==> config.mk <==
export PLATFORM = sky130hd
export DESIGN_NAME = seven_segment_scan_decoder
export DESIGN_NICKNAME = d
export VERILOG_FILES = /design/src/rtl/seven_segment_scan_decoder.sv
export SDC_FILE = /design/constraint.sdc
export NUM_CORES = 1
export LEC_CHECK = 0
export CAP_MARGIN = 30
export CORE_MARGIN = 4
export CORE_UTILIZATION = 44
export CTS_CLUSTER_SIZE = 30
export DETAILED_ROUTE_END_ITERATION = 6
export PLACE_DENSITY_LB_ADDON = 0.12
export SETUP_SLACK_MARGIN = 0.3
export SLEW_MARGIN = 40
export SYNTH_ARGS = -nofsm -noshare
export SYNTH_HDL_FRONTEND = slang
export SYNTH_SLANG_ARGS = --single-unit
==> constraint.sdc <==
create_clock -name clock -period 6.5 [get_ports clock]
set_input_delay 1.3 -clock clock [delete_from_list [all_inputs] [get_ports clock]]
set_output_delay 1.3 -clock clock [all_outputs]
set_load 0.1 [all_outputs]
==> src/rtl/seven_segment_scan_decoder.sv <==
// Seven-segment scan receiver: samples multiplexed digit strobes/segments,
// settles, decodes glyphs to nibbles and publishes stable multi-digit frames.
//
// Ports:
//   clock        rising-edge clock
//   reset_L      synchronous active-low reset
//   seg_n[6:0]   active-low segments, bit0=a .. bit6=g
//   an_n[N-1:0]  active-low digit strobes, exactly one low is a legal strobe
//   value        last published frame, digit k at value[4k+3:4k]
//   value_valid  one-cycle pulse when value updates
//   seg_error    one-cycle pulse on a captured non-hex pattern
//   error_digit  digit index of the most recent seg_error
module seven_segment_scan_decoder #(
  parameter int NUM_DIGITS    = 4,
  parameter int SETTLE_CYCLES = 2,
  parameter int STABLE_SCANS  = 2
) (
  input  logic                          clock,
  input  logic                          reset_L,
  input  logic [6:0]                    seg_n,
  input  logic [NUM_DIGITS-1:0]         an_n,
  output logic [4*NUM_DIGITS-1:0]       value,
  output logic                          value_valid,
  output logic                          seg_error,
  output logic [$clog2(NUM_DIGITS)-1:0] error_digit
);

  localparam int DW = $clog2(NUM_DIGITS);
  localparam int CW = $clog2(SETTLE_CYCLES + 1);
  localparam int MW = $clog2(STABLE_SCANS + 1);
  localparam int FW = 4 * NUM_DIGITS;
  localparam logic [CW-1:0] SETTLE_N = CW'(SETTLE_CYCLES);
  localparam logic [MW-1:0] STABLE_N = MW'(STABLE_SCANS);

  typedef enum logic [1:0] {
    SEEK,
    SETTLE,
    HOLD
  } state_t;

  state_t state, state_nxt;
  logic [CW-1:0] cnt, cnt_nxt;
  logic [DW-1:0] lat_idx;
  logic [6:0]    lat_seg;
  logic          relatch;
  logic          capture;

  logic [FW-1:0]         frame;
  logic [FW-1:0]         prev_frame;
  logic                  prev_valid;
  logic [NUM_DIGITS-1:0] seen;
  logic [MW-1:0]         match;
  logic                  published;

  logic          legal;
  logic [DW-1:0] idx;
  logic          same;

  function automatic logic [4:0] decode(input logic [6:0] s);
    unique case (s)
      7'b1000000: decode = {1'b1, 4'h0};
      7'b1111001: decode = {1'b1, 4'h1};
      7'b0100100: decode = {1'b1, 4'h2};
      7'b0110000: decode = {1'b1, 4'h3};
      7'b0011001: decode = {1'b1, 4'h4};
      7'b0010010: decode = {1'b1, 4'h5};
      7'b0000010: decode = {1'b1, 4'h6};
      7'b1111000: decode = {1'b1, 4'h7};
      7'b0000000: decode = {1'b1, 4'h8};
      7'b0010000: decode = {1'b1, 4'h9};
      7'b0001000: decode = {1'b1, 4'hA};
      7'b0000011: decode = {1'b1, 4'hB};
      7'b1000110: decode = {1'b1, 4'hC};
      7'b0100001: decode = {1'b1, 4'hD};
      7'b0000110: decode = {1'b1, 4'hE};
      7'b0001110: decode = {1'b1, 4'hF};
      default:    decode = 5'h00;
    endcase
  endfunction

  // Strobe is legal only when exactly one digit line is low.
  always_comb begin
    int lows;
    lows = 0;
    idx  = '0;
    for (int k = 0; k < NUM_DIGITS; k++) begin
      if (!an_n[k]) begin
        lows = lows + 1;
        idx  = DW'(k);
      end
    end
    legal = (lows == 1);
  end

  assign same = (idx == lat_idx) && (seg_n == lat_seg);

  always_comb begin
    state_nxt = state;
    cnt_nxt   = cnt;
    relatch   = 1'b0;
    capture   = 1'b0;
    unique case (state)
      SEEK: begin
        if (legal) begin
          relatch = 1'b1;
          cnt_nxt = CW'(1);
          if (SETTLE_CYCLES == 1) begin
            capture   = 1'b1;
            state_nxt = HOLD;
          end else begin
            state_nxt = SETTLE;
          end
        end
      end
      SETTLE: begin
        if (!legal) begin
          state_nxt = SEEK;
        end else if (same) begin
          cnt_nxt = cnt + CW'(1);
          if (cnt_nxt == SETTLE_N) begin
            capture   = 1'b1;
            state_nxt = HOLD;
          end
        end else begin
          relatch = 1'b1;
          cnt_nxt = CW'(1);
        end
      end
      HOLD: begin
        if (!legal) begin
          state_nxt = SEEK;
        end else if (!same) begin
          relatch = 1'b1;
          cnt_nxt = CW'(1);
          // A one-sample settle captures the new pair immediately.
          if (SETTLE_CYCLES == 1) begin
            capture   = 1'b1;
            state_nxt = HOLD;
          end else begin
            state_nxt = SETTLE;
          end
        end
      end
      default: state_nxt = SEEK;
    endcase
  end

  // Capture datapath; capture only fires when the current sample is the
  // one being captured, so idx/seg_n address and supply the digit.
  logic [4:0]            dec;
  logic [FW-1:0]         frame_upd;
  logic [NUM_DIGITS-1:0] seen_upd;
  logic                  full;
  logic                  eq_prev;
  logic [MW-1:0]         match_upd;

  assign dec = decode(seg_n);

  always_comb begin
    frame_upd = frame;
    frame_upd[4*idx +: 4] = dec[3:0];
    seen_upd = seen | (NUM_DIGITS'(1) << idx);
    full     = &seen_upd;
    eq_prev  = prev_valid && (frame_upd == prev_frame);
    if (!eq_prev)
      match_upd = MW'(1);
    else if (match == STABLE_N)
      match_upd = match;
    else
      match_upd = match + MW'(1);
  end

  always_ff @(posedge clock) begin
    if (!reset_L) begin
      state       <= SEEK;
      cnt         <= '0;
      lat_idx     <= '0;
      lat_seg     <= '0;
      frame       <= '0;
      prev_frame  <= '0;
      prev_valid  <= 1'b0;
      seen        <= '0;
      match       <= '0;
      published   <= 1'b0;
      value       <= '0;
      value_valid <= 1'b0;
      seg_error   <= 1'b0;
      error_digit <= '0;
    end else begin
      state       <= state_nxt;
      cnt         <= cnt_nxt;
      value_valid <= 1'b0;
      seg_error   <= 1'b0;
      if (relatch) begin
        lat_idx <= idx;
        lat_seg <= seg_n;
      end
      if (capture) begin
        if (!dec[4]) begin
          // Bad glyph discards the partial frame only.
          seg_error   <= 1'b1;
          error_digit <= idx;
          seen        <= '0;
        end else if (!full) begin
          frame <= frame_upd;
          seen  <= seen_upd;
        end else begin
          frame      <= frame_upd;
          seen       <= '0;
          prev_frame <= frame_upd;
          prev_valid <= 1'b1;
          match      <= match_upd;
          if (match_upd == STABLE_N &&
              (frame_upd != value || !published)) begin
            value       <= frame_upd;
            value_valid <= 1'b1;
            published   <= 1'b1;
          end
        end
      end
    end
  end

endmodule
Yosys cells after proc, flatten, opt, wreduce, memory -nomap -nowiden
Cells that the tools add are included.
Word-level totals
  flip-flop bits (word level): 73
  bits in latches: 0
  RAM bits: 0
  bits in read-only memories: 0
  input bits: 13
  memories: 0
Operators by class
  $add $sub $neg: 6
  multiply operators: 0
  divide/modulo/power cells: 0
  $lt $le $gt $ge: 0
  equality and inequality tests: 32
  shift operators: 3
  mux-type cells: 34
  bitwise logic cells: 2
  reduce and logical (&&, ||, !) cells: 18
Operators by type and width (count)
  adder 32 x 2 -> 32 bit (second input constant): 3
  2-to-1 mux 32 bit: 3
  one-hot mux 5 bit (16 select lines): 1
  negation 4 -> 34 bit: 1
  variable shift 4 x 34 -> 16 bit (first input constant): 1
  indexed part select 4 x 34 -> 16 bit: 1
  == test 32 x 2 -> 1 bit (second input constant): 1
  == test 7 bit (second input constant): 4
  2-to-1 mux 2 bit: 13
  == test 7 x 5 -> 1 bit (second input constant): 3
  == test 7 x 6 -> 1 bit (second input constant): 3
  bitwise mux 16 bit: 1
  == test 16 bit: 1
  != test 16 bit: 1
  == test 7 x 2 -> 1 bit (second input constant): 2
  == test 7 x 4 -> 1 bit (second input constant): 2
  AND reduction 7 bit: 2
  one-hot mux 2 bit (3 select lines): 2
  2-to-1 mux 1 bit: 11
  != test 3 bit (second input constant): 3
  == test 2 bit (second input constant): 4
  2-to-1 mux 4 bit: 2
  != test 2 bit (second input constant): 4
  AND reduction 4 bit: 2
  19 further kinds: 24

Depth between registers and ports, before layout
Gate-level depths: netlist of run 1.
  depth after elaboration: 12
  mapped depth: 16
  gate-level depth less buffers: 13

Worst setup path after synthesis of run 1
Ideal clock, no wire load.
  path type: in2reg
  from: in an_n[1]
  to: reg value[10]
  library setup time: 0.072 ns
  arrival time: 4.553 ns
  required time: 6.428 ns
  path slack: 1.875 ns
  stages on the path: 15
  path buffers: 3
  cells stage by stage: buf_2 inv_1 ha_1 xnor2_1 ha_1 or4b_1 a2bb2oi_1 nand2_1 o2111ai_2 or4_1 nor4_1 o311a_1 buf_6 buf_12 mux2i_1
Between the ends
  word-level cells in the longest chain between the ends: 12
Ends and longest elaborated chain
  start, declared: line 21  | input logic [NUM_DIGITS-1:0] an_n,
  branches (longest 12 deep; another with adder 32 x 2 -> 32 bit)
  end signal, assigned: line 215  | value <= frame_upd;
  end, declared: line 22  | output logic [4*NUM_DIGITS-1:0] value,
Several ways; the timed one is not identified.
A chain may end at the register's enable or synchronous reset.

Final worst setup path of run 1
  from: in an_n[1]
  to: reg value[12]
The elaborated chain is that of the path after synthesis.

==> results.ini, run 1 <==
[critical_path]
end_kind = flip-flop
worstSetupPathType = in2reg
crit_arrival_ns = 5.75
crit_fanout = 17
r2r_start = prev_frame[6]
crit_required_ns = 6.77
critPathLaunch = an_n[1]
start_kind = input port

[pwr]
ir_drop_mv = 0.173
power_density_nw_per_um2 = 194
leakagePower_nw = 2.16

[timing]
tightest_slew_ns = 0.880
rsz0062_at_grt = false
setup_viol = 0
hold_viol = 0
skew_ns = 0.00571
relSlewSlack = 0.410
fmax_mhz = 183
period_minus_slack_ns = 5.48
fin_crit_sh = 0.842
drv_slew = 0
timing.setup.tns_ns = 0

[die]
die_height_um = 120
initial_core_util = 0.456
dieArea_sq_um = 14500
io_pins = 33
rows = 40
core-area_sq_um = 12200
die_w_um = 120

[route]
drt_iter0_markers = 769
route.detailed.drc = 0
num_vias = 5821
vias_per_cell = 6.38
drt-pass1-iter-count = 5
drtAntennaViolNets = 0
wl_per_cell_um = 22.6
finalWirelength_mm = 20.6

[yosys]
avgSynthCellArea_sq_um = 7.70
yosysMostFrequentCell = nand2_1
yosys.cell_types.count = 91
synth-seq-cells = 73
synth_top_area_frac = 0.263
synth_top_family_by_area = simple AND/OR/NAND/NOR gates
synth_ff_type = dfxtp_1
synthCells = 720
synth.area.top_cells = dfxtp_1 (26%), nand2_1 (7.6%), mux2i_1 (7.4%), nor2_1 (4.9%), a21oi_1 (4.2%)
yosys.area_share.simple = 0.291
yosys_warnings = 0
synth_edf_count = 0
yosysSeqAreaShare = 0.263
syn_nets = 743
synth_area_sq_um = 5550
synth_compound_area_frac = 0.242
synth_common_cells = nand2_1 (113), dfxtp_1 (73), nor2_1 (72), a21oi_1 (46), mux2i_1 (41)
synth_xor_xnor_area_share = 0.0426
synthMuxAreaShare = 0.0808
async_flop_share = 0
synth.largest_area_cell = dfxtp_1
synth_fa_ha_area_frac = 0.0226

[global_routing]
grt_overflow = 0
grt_usage = 0.284
grt_max_degree = 56
grt_pass1_vias = 5416
grt_pass1_wl_mm = 31.5
antenna_found_initial = 0

[hold_path]
hold_class = reg2reg
min_from = match[1]

[layout]
syn_to_final_growth_pct = 12.6
drive_above_1_share = 0.113
final_nets = 762
diodes = 0
fin_util = 0.514

[clocking]
cts_tree = done
post-cts-setup-buffers = 0
cts.htree.levels = 3
post_cts_resized = 0
cts_root_buffer = clkbuf_16
clk_latency_ns = 0.34
ctsHoldBuffers = 0
cts_sinks = 73
clk_pin_slew_ns = 0.06
clock_path_buffers = 2
cts_buffers = 9

[place]
gp_congestion = 1.01
port_buffers = 32
hpwlAfterDp_mm = 15.1

[status]
outcome = complete, no violations

[flow_run]
drv_cap = 0

==> area by class of cell <==
| cell class | instances | area [sq um] |
|---|---|---|
| well taps | 168 | 210 |
| fillers | 1241 | 5910 |
| clock inverters | 5 | 78.8 |
| inverters | 19 | 73.8 |
| repair buffers | 57 | 408 |
| multi-input cells | 579 | 3780 |
| clock buffers | 11 | 233 |
| flip-flops and latches | 73 | 1460 |
==> critical path, stage by stage <==
cell and delay (ns):
clkdlybuf4s50_1 0.78, inv_1 0.14, ha_1 0.34, xnor2_1 0.17, ha_1 0.27, or4b_1 0.48
a2bb2oi_1 0.17, nand2_1 0.24, o2111ai_2 0.16, or4_1 0.55, nor4_1 0.38, o311a_1 0.25
buf_4 0.29, mux2i_1 0.22
==> metrics by stage <==
step           setup slack (ns)  hold slack [ns]  std cells  power, mW  cell area (sq um)
2_1_floorplan              1.88            0.431        720      0.627               5550
3_3_place_gp              0.880            0.440        896      0.680               6020
3_5_place_dp              0.701            0.443        896      0.685               5940
4_1_cts                    1.06            0.451        912       1.22               6250
5_1_grt                   0.817            0.471        912       1.26               6250
6_report                   1.02            0.449        912       1.21               6250
==> kinds of logic after synthesis <==
kind of cell / after synthesis
flip-flops: 73
AND/OR/NAND/NOR: 313
AO/OA/AOI/OAI: 185
adder cells (fa/ha/maj): 10
multiplexers: 44
XOR/XNOR: 27
buffers and inverters: 68
==> flip-flops by register name, indices dropped and copies added (netlist names), 4 cells and up <==
register,count
frame,16
seen,4
lat_seg,7
prev_frame,16
value,16
==> placed cells by master (no fill, tap or decap), drive strengths merged, types with 5 or more instances in the layout <==
cell,n
ha,10
buf,45
inv,20
nand3,12
clkdlybuf4s50,12
o211ai,7
mux2i,41
a22o,5
a31oi,5
nor3,9
or3,8
a211oi,12
or4,5
a22oi,6
a21oi,47
xnor2,24
o21ai,28
nor4,11
nand2,113
nor2,72
clkbuf,11
nor3b,6
a2111oi,6
dfxtp,73
o2111ai,10
o22ai,8
and2,6
a21o,5
nor2b,12
nand4,9
a21boi,5
nand2b,13
nor4b,8
==> final timing paths <==
path	end	slack [ns]	depth (start not counted)
min reg2reg	match[1]	0.45	2
min	match[1]	0.45	2
max reg2reg	value[12]	3.24	9
max	value[12]	1.02	14
==> power by group <==
part / total, mW / internal, mW / switching (mW)
clock network: 0.535 / 0.336 / 0.199
logic: 0.211 / 0.0806 / 0.130
registers: 0.469 / 0.459 / 0.0103
total: 1.21 / 0.876 / 0.339
==> routing by layer <==
metal	vias to the layer above	share of wire	GRT usage
li1	2685	-	-
met1	2785	0.44	0.393
met2	293	0.43	0.421
met3	58	0.089	0.0664
met4	0	0.036	0.123
met5	-	0	0
(Power assumes the default switching activity.)
==> run 2, diff against run 1 <==
==> constraint.sdc (replaced) <==
create_clock -name clock -period 5.4 [get_ports clock]
set_input_delay 1.08 -clock clock [delete_from_list [all_inputs] [get_ports clock]]
set_output_delay 1.08 -clock clock [all_outputs]
set_load 0.1 [all_outputs]
==> results.ini, run 2 (synthesized netlist as in run 1, its figures left out) <==
[global_routing]
grt_overflow = 0
grt_pass1_vias = 5429
grt_pass1_wl_mm = 32.5
antenna_found_initial = 0
grt_usage = 0.296
grt_max_degree = 36

[layout]
syn_to_final_growth_pct = 13.5
final_common_cell = nand2_1
final_cell_mix = nand2_1 (113), dfxtp_1 (73), nor2_1 (72)
diodes = 0
stdcell_count = 919
final_nets = 769
largestRegisters = frame: 16 flops, prev_frame: 16 flops, value: 16 flops
fillers = 1234
fin_util = 0.518
fin_area_sq_um = 6300
drive_above_1_share = 0.123

[timing]
relSlewSlack = 0.503
fin_crit_sh = 0.873
fmax_mhz = 212
rsz0062_at_grt = false
period_minus_slack_ns = 4.72
hold_viol = 0
skew_ns = 0.0111
drv_slew = 0
tightest_slew_ns = 0.741
timing.setup.tns_ns = 0
setup_viol = 0
setup_ws_ns = 0.684

[status]
violations = DRC
outcome = complete, but fails checks

[clocking]
cts.htree.levels = 3
cts_buffers = 9
clk_pin_slew_ns = 0.06
cts_tree = done
post-cts-setup-buffers = 0
cts_sinks = 73
clk_latency_ns = 0.36
clock_path_buffers = 2
ctsHoldBuffers = 0
post_cts_resized = 0
cts_root_buffer = clkbuf_16

[die]
die_height_um = 120
dieArea_sq_um = 14500
core-area_sq_um = 12200
die_w_um = 120
rows = 40
io_pins = 33
initial_core_util = 0.456

[route]
num_vias = 5864
vias_per_cell = 6.38
route.detailed.drc = 1
finalWirelength_mm = 21.4
drt-pass1-iter-count = 7
drtAntennaViolNets = 0
wl_per_cell_um = 23.2
drt_iter0_markers = 784

[place]
port_buffers = 32
hpwlAfterDp_mm = 16.0
gp_congestion = 0.960
dpl_cell_area_sq_um = 5990
dp_cells = 903
dp_slack_ns = 0.334

[critical_path]
crit_arrival_ns = 5.00
start_kind = input port
r2r_cells = 9
worstSetupPathType = in2reg
crit_required_ns = 5.68
end_kind = flip-flop
crit_fanout = 17
regToRegSetupSlack_ns = 2.21

[pwr]
ir_drop_mv = 0.213
power_density_nw_per_um2 = 232
leakagePower_nw = 2.19

[hold_path]
min_path_cells = 2
hold_class = reg2reg

[flow_run]
drv_cap = 0

-- run 2: cell types whose count changed in the layout (fill, tap and decap cells not counted), sizes merged --
| cell | change |
|---|---|
| clkinv | +1 |
| buf | +7 |
| bufinv | -1 |
| clkinvlp | +1 |
| clkbuf | -1 |
-- run 2: metal layers --
metal  track usage  up-vias  share of wire
li1              -     2694              -
met1         0.424     2848           0.46
met2         0.440      269           0.43
met3        0.0496       53          0.074
met4         0.118        0          0.033
met5             0        -              0
-- run 2: critical path, stage by stage --
cell and delay (ns):
clkdlybuf4s50_1 0.52, buf_4 0.20, ha_1 0.16, nor2b_1 0.17, nor2_1 0.06, ha_1 0.20, or4b_1 0.47, a2bb2oi_1 0.19
nand2_1 0.23, o2111ai_2 0.17, or4_1 0.56, nor4_1 0.29, o311a_1 0.29, buf_12 0.19, mux2i_1 0.20
-- run 2: area by class of cell --
class	instances	area, sq um	share of cell area
multi-input combinational	579	3780	0.600
sequential	73	1460	0.232
timing repair buffer	64	473	0.0751
clock buffer	10	239	0.0379
tap	168	210	0.0334
inverter	19	71.3	0.0113
clock inverter	6	65.1	0.0103
-- run 2: report_power, final --
group          internal [mW]  switching [mW]
Clock                  0.371           0.257
Sequential             0.552          0.0127
Combinational         0.0998           0.164
Total                   1.02           0.435
-- run 2: stage by stage --
stage               total power [mW]  hold slack [ns]
CTS                             1.46            0.457
finish                          1.46            0.457
detailed placement             0.834            0.448
global route                    1.51            0.475
floorplan                      0.755            0.431
global placement               0.821            0.439
-- run 2: final timing paths --
kind,startpoint,end
setup / recovery,an_n[1],value[10]
hold / removal,match[1],match[1]
setup reg to reg,value[0],published
hold reg to reg,match[1],match[1]
